`config.mk`:
```
export PLATFORM = sky130hd
export DESIGN_NAME = wb_stage_mlane
export DESIGN_NICKNAME = d
export VERILOG_FILES = /design/src/rtl/wb_stage_mlane.sv
export SDC_FILE = /design/constraint.sdc
export NUM_CORES = 2
export LEC_CHECK = 0
export ABC_CLOCK_PERIOD_IN_PS = 20300
export CAP_MARGIN = 40
export CORE_ASPECT_RATIO = 2
export CORE_MARGIN = 4
export CORE_UTILIZATION = 61
export CTS_CLUSTER_SIZE = 10
export DETAILED_ROUTE_END_ITERATION = 6
export PLACE_DENSITY = 0.88
export SYNTH_ARGS = -nofsm -noshare
export SYNTH_HDL_FRONTEND = slang
export SYNTH_SLANG_ARGS = --single-unit
```
`constraint.sdc`:
```
create_clock -name clk -period 20.3 [get_ports clk]
set_clock_uncertainty 0.05 [all_clocks]
set_input_delay 2.03 -clock clk [delete_from_list [all_inputs] [get_ports clk]]
set_output_delay 2.03 -clock clk [all_outputs]
set_load 0.01 [all_outputs]
```
`src/rtl/wb_stage_mlane.sv`:
```
// N-lane writeback stage: MEM2->WB pipeline register, result select, conflict-gated
// write enables and a commit-trace FIFO. Define WB_STORE_TRACE_EN to add store fields to the trace.
module wb_stage_mlane #(
    parameter int LANES        = 2,
    parameter int TRACE_DEPTH  = 8,
    parameter int AFULL_MARGIN = 2
) (
    input  logic                 clk,
    input  logic                 resetn,
    input  logic                 WB_Flush,
    input  logic                 WB_Wr,
    input  logic                 WB_DisWr,
    input  logic [LANES-1:0]     m2_valid,
    input  logic [32*LANES-1:0]  m2_pc,
    input  logic [32*LANES-1:0]  m2_instr,
    input  logic [2*LANES-1:0]   m2_wbsel,
    input  logic [5*LANES-1:0]   m2_dst,
    input  logic [32*LANES-1:0]  m2_aluout,
    input  logic [32*LANES-1:0]  m2_outb,
    input  logic [32*LANES-1:0]  m2_dmout,
    input  logic [3*LANES-1:0]   m2_wrtype,
`ifdef WB_STORE_TRACE_EN
    input  logic [4*LANES-1:0]   m2_dcache_wen,
    input  logic [32*LANES-1:0]  m2_store_data,
`endif
    output logic [32*LANES-1:0]  wb_result,
    output logic [5*LANES-1:0]   wb_dst,
    output logic [32*LANES-1:0]  wb_pc,
    output logic [3*LANES-1:0]   wb_final_wr,
    output logic                 trace_valid,
    input  logic                 trace_ready,
`ifdef WB_STORE_TRACE_EN
    output logic [LANES*138-1:0] trace_data,
`else
    output logic [LANES*70-1:0]  trace_data,
`endif
    output logic                 wb_stall_req,
    output logic                 trace_overflow
);

    localparam int BASE_W = 1 + 32 + 5 + 32;
`ifdef WB_STORE_TRACE_EN
    localparam int LANE_W = BASE_W + 4 + 32 + 32;
`else
    localparam int LANE_W = BASE_W;
`endif
    localparam int ENTRY_W = LANES * LANE_W;
    localparam int AW      = (TRACE_DEPTH > 1) ? $clog2(TRACE_DEPTH) : 1;
    localparam logic [AW:0] DEPTH_V = (AW+1)'(TRACE_DEPTH);

    logic [LANES-1:0]    r_valid;
    logic [2*LANES-1:0]  r_wbsel;
    logic [32*LANES-1:0] r_aluout;
    logic [32*LANES-1:0] r_outb;
    logic [32*LANES-1:0] r_dmout;
    logic [3*LANES-1:0]  r_wrtype;
`ifdef WB_STORE_TRACE_EN
    logic [4*LANES-1:0]  r_wen;
    logic [32*LANES-1:0] r_store;
`endif
    logic                fresh;
    logic                push;

    // The instruction word is not part of the commit record.
    logic [32*LANES-1:0] unused_instr;
    assign unused_instr = m2_instr;

    // fresh marks a loaded bundle that has not yet been pushed to the trace.
    always_ff @(posedge clk or negedge resetn) begin
        if (!resetn) begin
            r_valid  <= '0;
            wb_pc    <= '0;
            r_wbsel  <= '0;
            wb_dst   <= '0;
            r_aluout <= '0;
            r_outb   <= '0;
            r_dmout  <= '0;
            r_wrtype <= '0;
`ifdef WB_STORE_TRACE_EN
            r_wen    <= '0;
            r_store  <= '0;
`endif
            fresh    <= 1'b0;
        end else if (WB_Flush) begin
            r_valid  <= '0;
            wb_pc    <= '0;
            r_wbsel  <= '0;
            wb_dst   <= '0;
            r_aluout <= '0;
            r_outb   <= '0;
            r_dmout  <= '0;
            r_wrtype <= '0;
`ifdef WB_STORE_TRACE_EN
            r_wen    <= '0;
            r_store  <= '0;
`endif
            fresh    <= 1'b0;
        end else if (WB_Wr) begin
            r_valid  <= m2_valid;
            wb_pc    <= m2_pc;
            r_wbsel  <= m2_wbsel;
            wb_dst   <= m2_dst;
            r_aluout <= m2_aluout;
            r_outb   <= m2_outb;
            r_dmout  <= m2_dmout;
            r_wrtype <= m2_wrtype;
`ifdef WB_STORE_TRACE_EN
            r_wen    <= m2_dcache_wen;
            r_store  <= m2_store_data;
`endif
            fresh    <= 1'b1;
        end else if (push) begin
            fresh    <= 1'b0;
        end
    end

    // Invalid lanes report a zero result so a flushed or reset stage reads all-zero.
    always_comb begin
        wb_result = '0;
        for (int i = 0; i < LANES; i++) begin
            if (r_valid[i]) begin
                case (r_wbsel[2*i +: 2])
                    2'd0:    wb_result[32*i +: 32] = wb_pc[32*i +: 32] + 32'd8;
                    2'd1:    wb_result[32*i +: 32] = r_aluout[32*i +: 32];
                    2'd2:    wb_result[32*i +: 32] = r_outb[32*i +: 32];
                    default: wb_result[32*i +: 32] = r_dmout[32*i +: 32];
                endcase
            end
        end
    end

    logic [3*LANES-1:0] base_wr;

    // A younger lane writing the same target masks every older lane's bit.
    always_comb begin
        base_wr = '0;
        for (int i = 0; i < LANES; i++) begin
            if (r_valid[i] && !WB_DisWr) begin
                base_wr[3*i+2] = r_wrtype[3*i+2];
                base_wr[3*i+1] = r_wrtype[3*i+1];
                base_wr[3*i]   = r_wrtype[3*i] && (wb_dst[5*i +: 5] != 5'd0);
            end
        end
        wb_final_wr = base_wr;
        for (int i = 0; i < LANES; i++) begin
            for (int j = i + 1; j < LANES; j++) begin
                if (base_wr[3*j] && (wb_dst[5*j +: 5] == wb_dst[5*i +: 5]))
                    wb_final_wr[3*i] = 1'b0;
                if (base_wr[3*j+1])
                    wb_final_wr[3*i+1] = 1'b0;
                if (base_wr[3*j+2])
                    wb_final_wr[3*i+2] = 1'b0;
            end
        end
    end

    logic [ENTRY_W-1:0] push_entry;

    always_comb begin
        push_entry = '0;
        for (int i = 0; i < LANES; i++) begin
`ifdef WB_STORE_TRACE_EN
            push_entry[LANE_W*i +: LANE_W] = {r_valid[i] & ~WB_DisWr, wb_pc[32*i +: 32],
                                              wb_dst[5*i +: 5], wb_result[32*i +: 32],
                                              r_wen[4*i +: 4] & {4{~WB_DisWr}},
                                              r_aluout[32*i +: 32],
                                              r_store[32*i +: 32] & {32{~WB_DisWr}}};
`else
            push_entry[LANE_W*i +: LANE_W] = {r_valid[i] & ~WB_DisWr, wb_pc[32*i +: 32],
                                              wb_dst[5*i +: 5], wb_result[32*i +: 32]};
`endif
        end
    end

    logic [ENTRY_W-1:0] mem [TRACE_DEPTH];
    logic [AW:0]        wr_ptr;
    logic [AW:0]        rd_ptr;
    logic [AW:0]        count;
    logic [AW:0]        free_slots;
    logic               full;
    logic               pop;
    logic               push_acc;

    assign push        = fresh && (|r_valid) && !WB_DisWr;
    assign trace_valid = (wr_ptr != rd_ptr);
    assign full        = (wr_ptr[AW] != rd_ptr[AW]) && (wr_ptr[AW-1:0] == rd_ptr[AW-1:0]);
    assign pop         = trace_valid && trace_ready;
    assign push_acc    = push && (!full || pop);
    assign count       = wr_ptr - rd_ptr;
    assign free_slots  = DEPTH_V - count;
    assign wb_stall_req = (32'(free_slots) <= 32'(AFULL_MARGIN));
    assign trace_data  = trace_valid ? mem[rd_ptr[AW-1:0]] : '0;

    always_ff @(posedge clk) begin
        if (push_acc)
            mem[wr_ptr[AW-1:0]] <= push_entry;
    end

    // A push into a full FIFO is only legal when the head leaves on the same edge.
    always_ff @(posedge clk or negedge resetn) begin
        if (!resetn) begin
            wr_ptr         <= '0;
            rd_ptr         <= '0;
            trace_overflow <= 1'b0;
        end else begin
            if (push_acc)
                wr_ptr <= wr_ptr + (AW+1)'(1);
            if (pop)
                rd_ptr <= rd_ptr + (AW+1)'(1);
            if (push && full && !pop)
                trace_overflow <= 1'b1;
        end
    end

endmodule

```
==> impl_metrics.csv <==
group,metric,value,unit
run_status,status,"finished clean",
clock_tree,cts.clk_slew.worst_paths,0.06,ns
synth,ys_warn_count,0,
power_and_ir_drop,p_leak,25.4,nW
synth,synth_seq_cells,1408,
clock_tree,cts_tree,"yes",
sta,min_period_over_period,32.8,%
clock_tree,cts_root_buffer,"clkbuf_16",
floorplanning,die-width,226,µm
synth,synthesis.area,0.0582,mm²
synth,async_reset_ff_share,20.5,%
power_and_ir_drop,finalPower,8.48,mW
cells_and_area,finalNonFillerCells,5172,
route,ant_nets,0,
cells_and_area,layout_commonest_cell,"edfxtp_1",
grt,grt_antenna_before_repair,15,
critical_path,cp_max_fo,14,
synth,postSynthCellCount,3333,
clock_tree,cts_setup_buffers,0,
placed_design,dp_hpwl,94400,µm
floorplanning,pin_count,635,
clock_tree,numCtsBuffers,159,
route,wl_per_cell,29.9,µm
power_and_ir_drop,power.density,122,mW/mm²
route,dr.pass1.iters,6,
sta,setup_viol,0,
sta,hold_viol_final,0,
grt,grt_max_degree,142,
sta,rsz0062_at_grt,"false",
floorplanning,core_area,0.0949,mm²
synth,synth_top_family_by_area,"multiplexers",
critical_path,arrival,4.57,ns
sta,fmax,150,MHz
synth,seq_area_frac_synth,70.2,%
floorplanning,dieArea,0.101,mm²
synth,synth-compound-area-share,1.35,%
synth,synth_edf_count,1120,
grt,grt_pass1_vias,35000,
floorplanning,initial_core_util,61.3,%
synth,yosysUniqueCellTypes,51,
clock_tree,hold_buffers,0,
grt,overflow,0,
synth,synth_top_cells_by_area,"edfxtp_1 (58%), dfrtp_1 (12%), mux4_2 (11%), mux2i_1 (7.6%), nor2_1 (2.9%)",
placed_design,numPortBuffers,570,
synth,yosys.area.top_type,"edfxtp_1",
hold_path,hp-class,"flop to flop",
cells_and_area,final_cell_mix,"edfxtp_1 (1120), clkdlybuf4s50_1 (567), mux2i_1 (443)",
clock_tree,cts_num_sinks,1408,
route,drt-initial-drc-count,3753,
placed_design,dp.cells,4891,
run,drv.max_cap_violation_count,0,
synth,dominantRegCellSynth,"edfxtp_1",
synth,yosysTopAreaCellShare,57.8,%
cells_and_area,area_growth,19.5,%
sta,worst_pin_slew,1.05,ns
synth,yosys.area_share.adder,0.206,%
route,viasPerCell,6.42,
power_and_ir_drop,ir_worst_vdd,0.0887,mV
cells_and_area,drive_above_1_share,15.9,%
grt,grt_pass1_wl,229000,µm
synth,synth_nets,3690,
critical_path,required,18.22,ns
sta,post-route-min-period,6.65,ns
grt,grt_usage,31.1,%
placed_design,gp_congestion,0.843,
floorplanning,die_h,445,µm
synth,synth-simple-area-share,4.56,%
route,vias,33200,
synth,avgSynthCellArea,17.5,µm²
clock_tree,insertion_delay,0.76,ns
route,drc,0,
route,finalWirelength,155000,µm
floorplanning,num_rows,160,
cells_and_area,layout.nets,4197,
sta,tns,0,ns
sta,maxSlewViolCount,0,
clock_tree,post_cts_resized,0,
critical_path,start_kind,"flop",
clock_tree,cts_buffer_depth,3,
sta,slew-limit-headroom,29.7,%
synth,synthMuxAreaShare,19.5,%
critical_path,cp-end-kind,"primary output",
clock_tree,htree_levels,4,
critical_path,path_class,"flop to primary output",
synth,synth_xor_xnor_area_share,0.933,%
-- synth_stat cells, types with 27 or more instances --
cell type,number
buf_1,46
mux2i_1,443
buf_4,138
mux2_2,27
xnor2_1,30
clkbuf_1,107
mux4_2,294
o21ai_0,28
nor2_1,448
nand3_1,27
edfxtp_1,1120
nand2_1,71
buf_2,37
dfrtp_1,288
xor2_1,32
-- cells by family (layout without fill, tap and decap cells) --
logic type,after synthesis,in the layout
AOI/OAI and AO/OA,114,114
xor gates and xnor gates,62,62
adders and majority gates,9,9
buffers and inverters,347,963
DFF,1408,1408
muxes,764,764
other,0,8
and+or+nand+nor,629,629
-- routing by layer --
metal  global-route usage, %  part of all wire, %  up-vias
li1                        -                    -    13700
met1                    40.6                   35    17000
met2                    51.0                   50     2099
met3                    7.45                   10      389
met4                    12.4                  4.4        8
met5                       0                0.038        -
-- path summary, 6_finish.rpt --
path	start	endpoint	slack [ns]	cells after the start
min in group asynchronous	resetn	wb_pc[21]	1.14	1
worst min register to register	trace_overflow	trace_overflow	0.44	1
worst max register to register	rd_ptr[2]	mem[3][22]	16.02	8
worst max-delay path	wb_pc[35]	wb_result[53]	13.65	8
worst min-delay path	trace_overflow	trace_overflow	0.44	1
max in group asynchronous	resetn	r_valid[1]	17.20	4
-- power breakdown --
part / internal [mW] / total (mW) / switching, mW
logic: 1.32 / 2.61 / 1.29
registers: 3.19 / 3.31 / 0.113
clock network: 1.49 / 2.57 / 1.08
-- final cells by class --
type / instances / area [µm²]
antenna: 8 / 20.0
clock buffer: 264 / 4480
clock inverter: 6 / 77.6
fill: 5424 / 25400
inverter: 19 / 71.3
multi-input combinational: 1578 / 15500
sequential: 1408 / 40900
tap: 1215 / 1520
timing repair buffer: 674 / 6960
-- worst max-delay path, stage by stage (launching register included) --
cell and delay (ns):
dfrtp_1 0.66, ha_1 0.31, nand3_1 0.21, nor4_1 0.40, clkdlybuf4s15_2 0.33, nand3_1 0.11, xor2_1 0.22, o21ai_0 0.81
clkdlybuf4s50_1 0.75
-- stage by stage --
step	setup slack [ns]	instance area [µm²]	hold WS [ns]	util, %
2_1_floorplan	7.35	58200	0.412	-
3_3_place_gp	14.03	64200	0.419	67.6
3_5_place_dp	13.96	64900	0.434	68.4
4_1_cts	13.50	69500	0.441	73.2
5_1_grt	13.31	69500	0.467	73.3
6_report	13.65	69500	0.436	73.3
-- state kept, by name, indices dropped and copies added, names as in the netlist, 2 cells and up --
| register | flops |
|---|---|
| mem | 1120 |
| r_aluout | 64 |
| r_dmout | 64 |
| r_outb | 64 |
| r_valid | 2 |
| r_wbsel | 4 |
| r_wrtype | 6 |
| rd_ptr | 4 |
| wb_dst | 10 |
| wb_pc | 64 |
| wr_ptr | 4 |
Note: power is estimated with default switching activity, not from simulation.
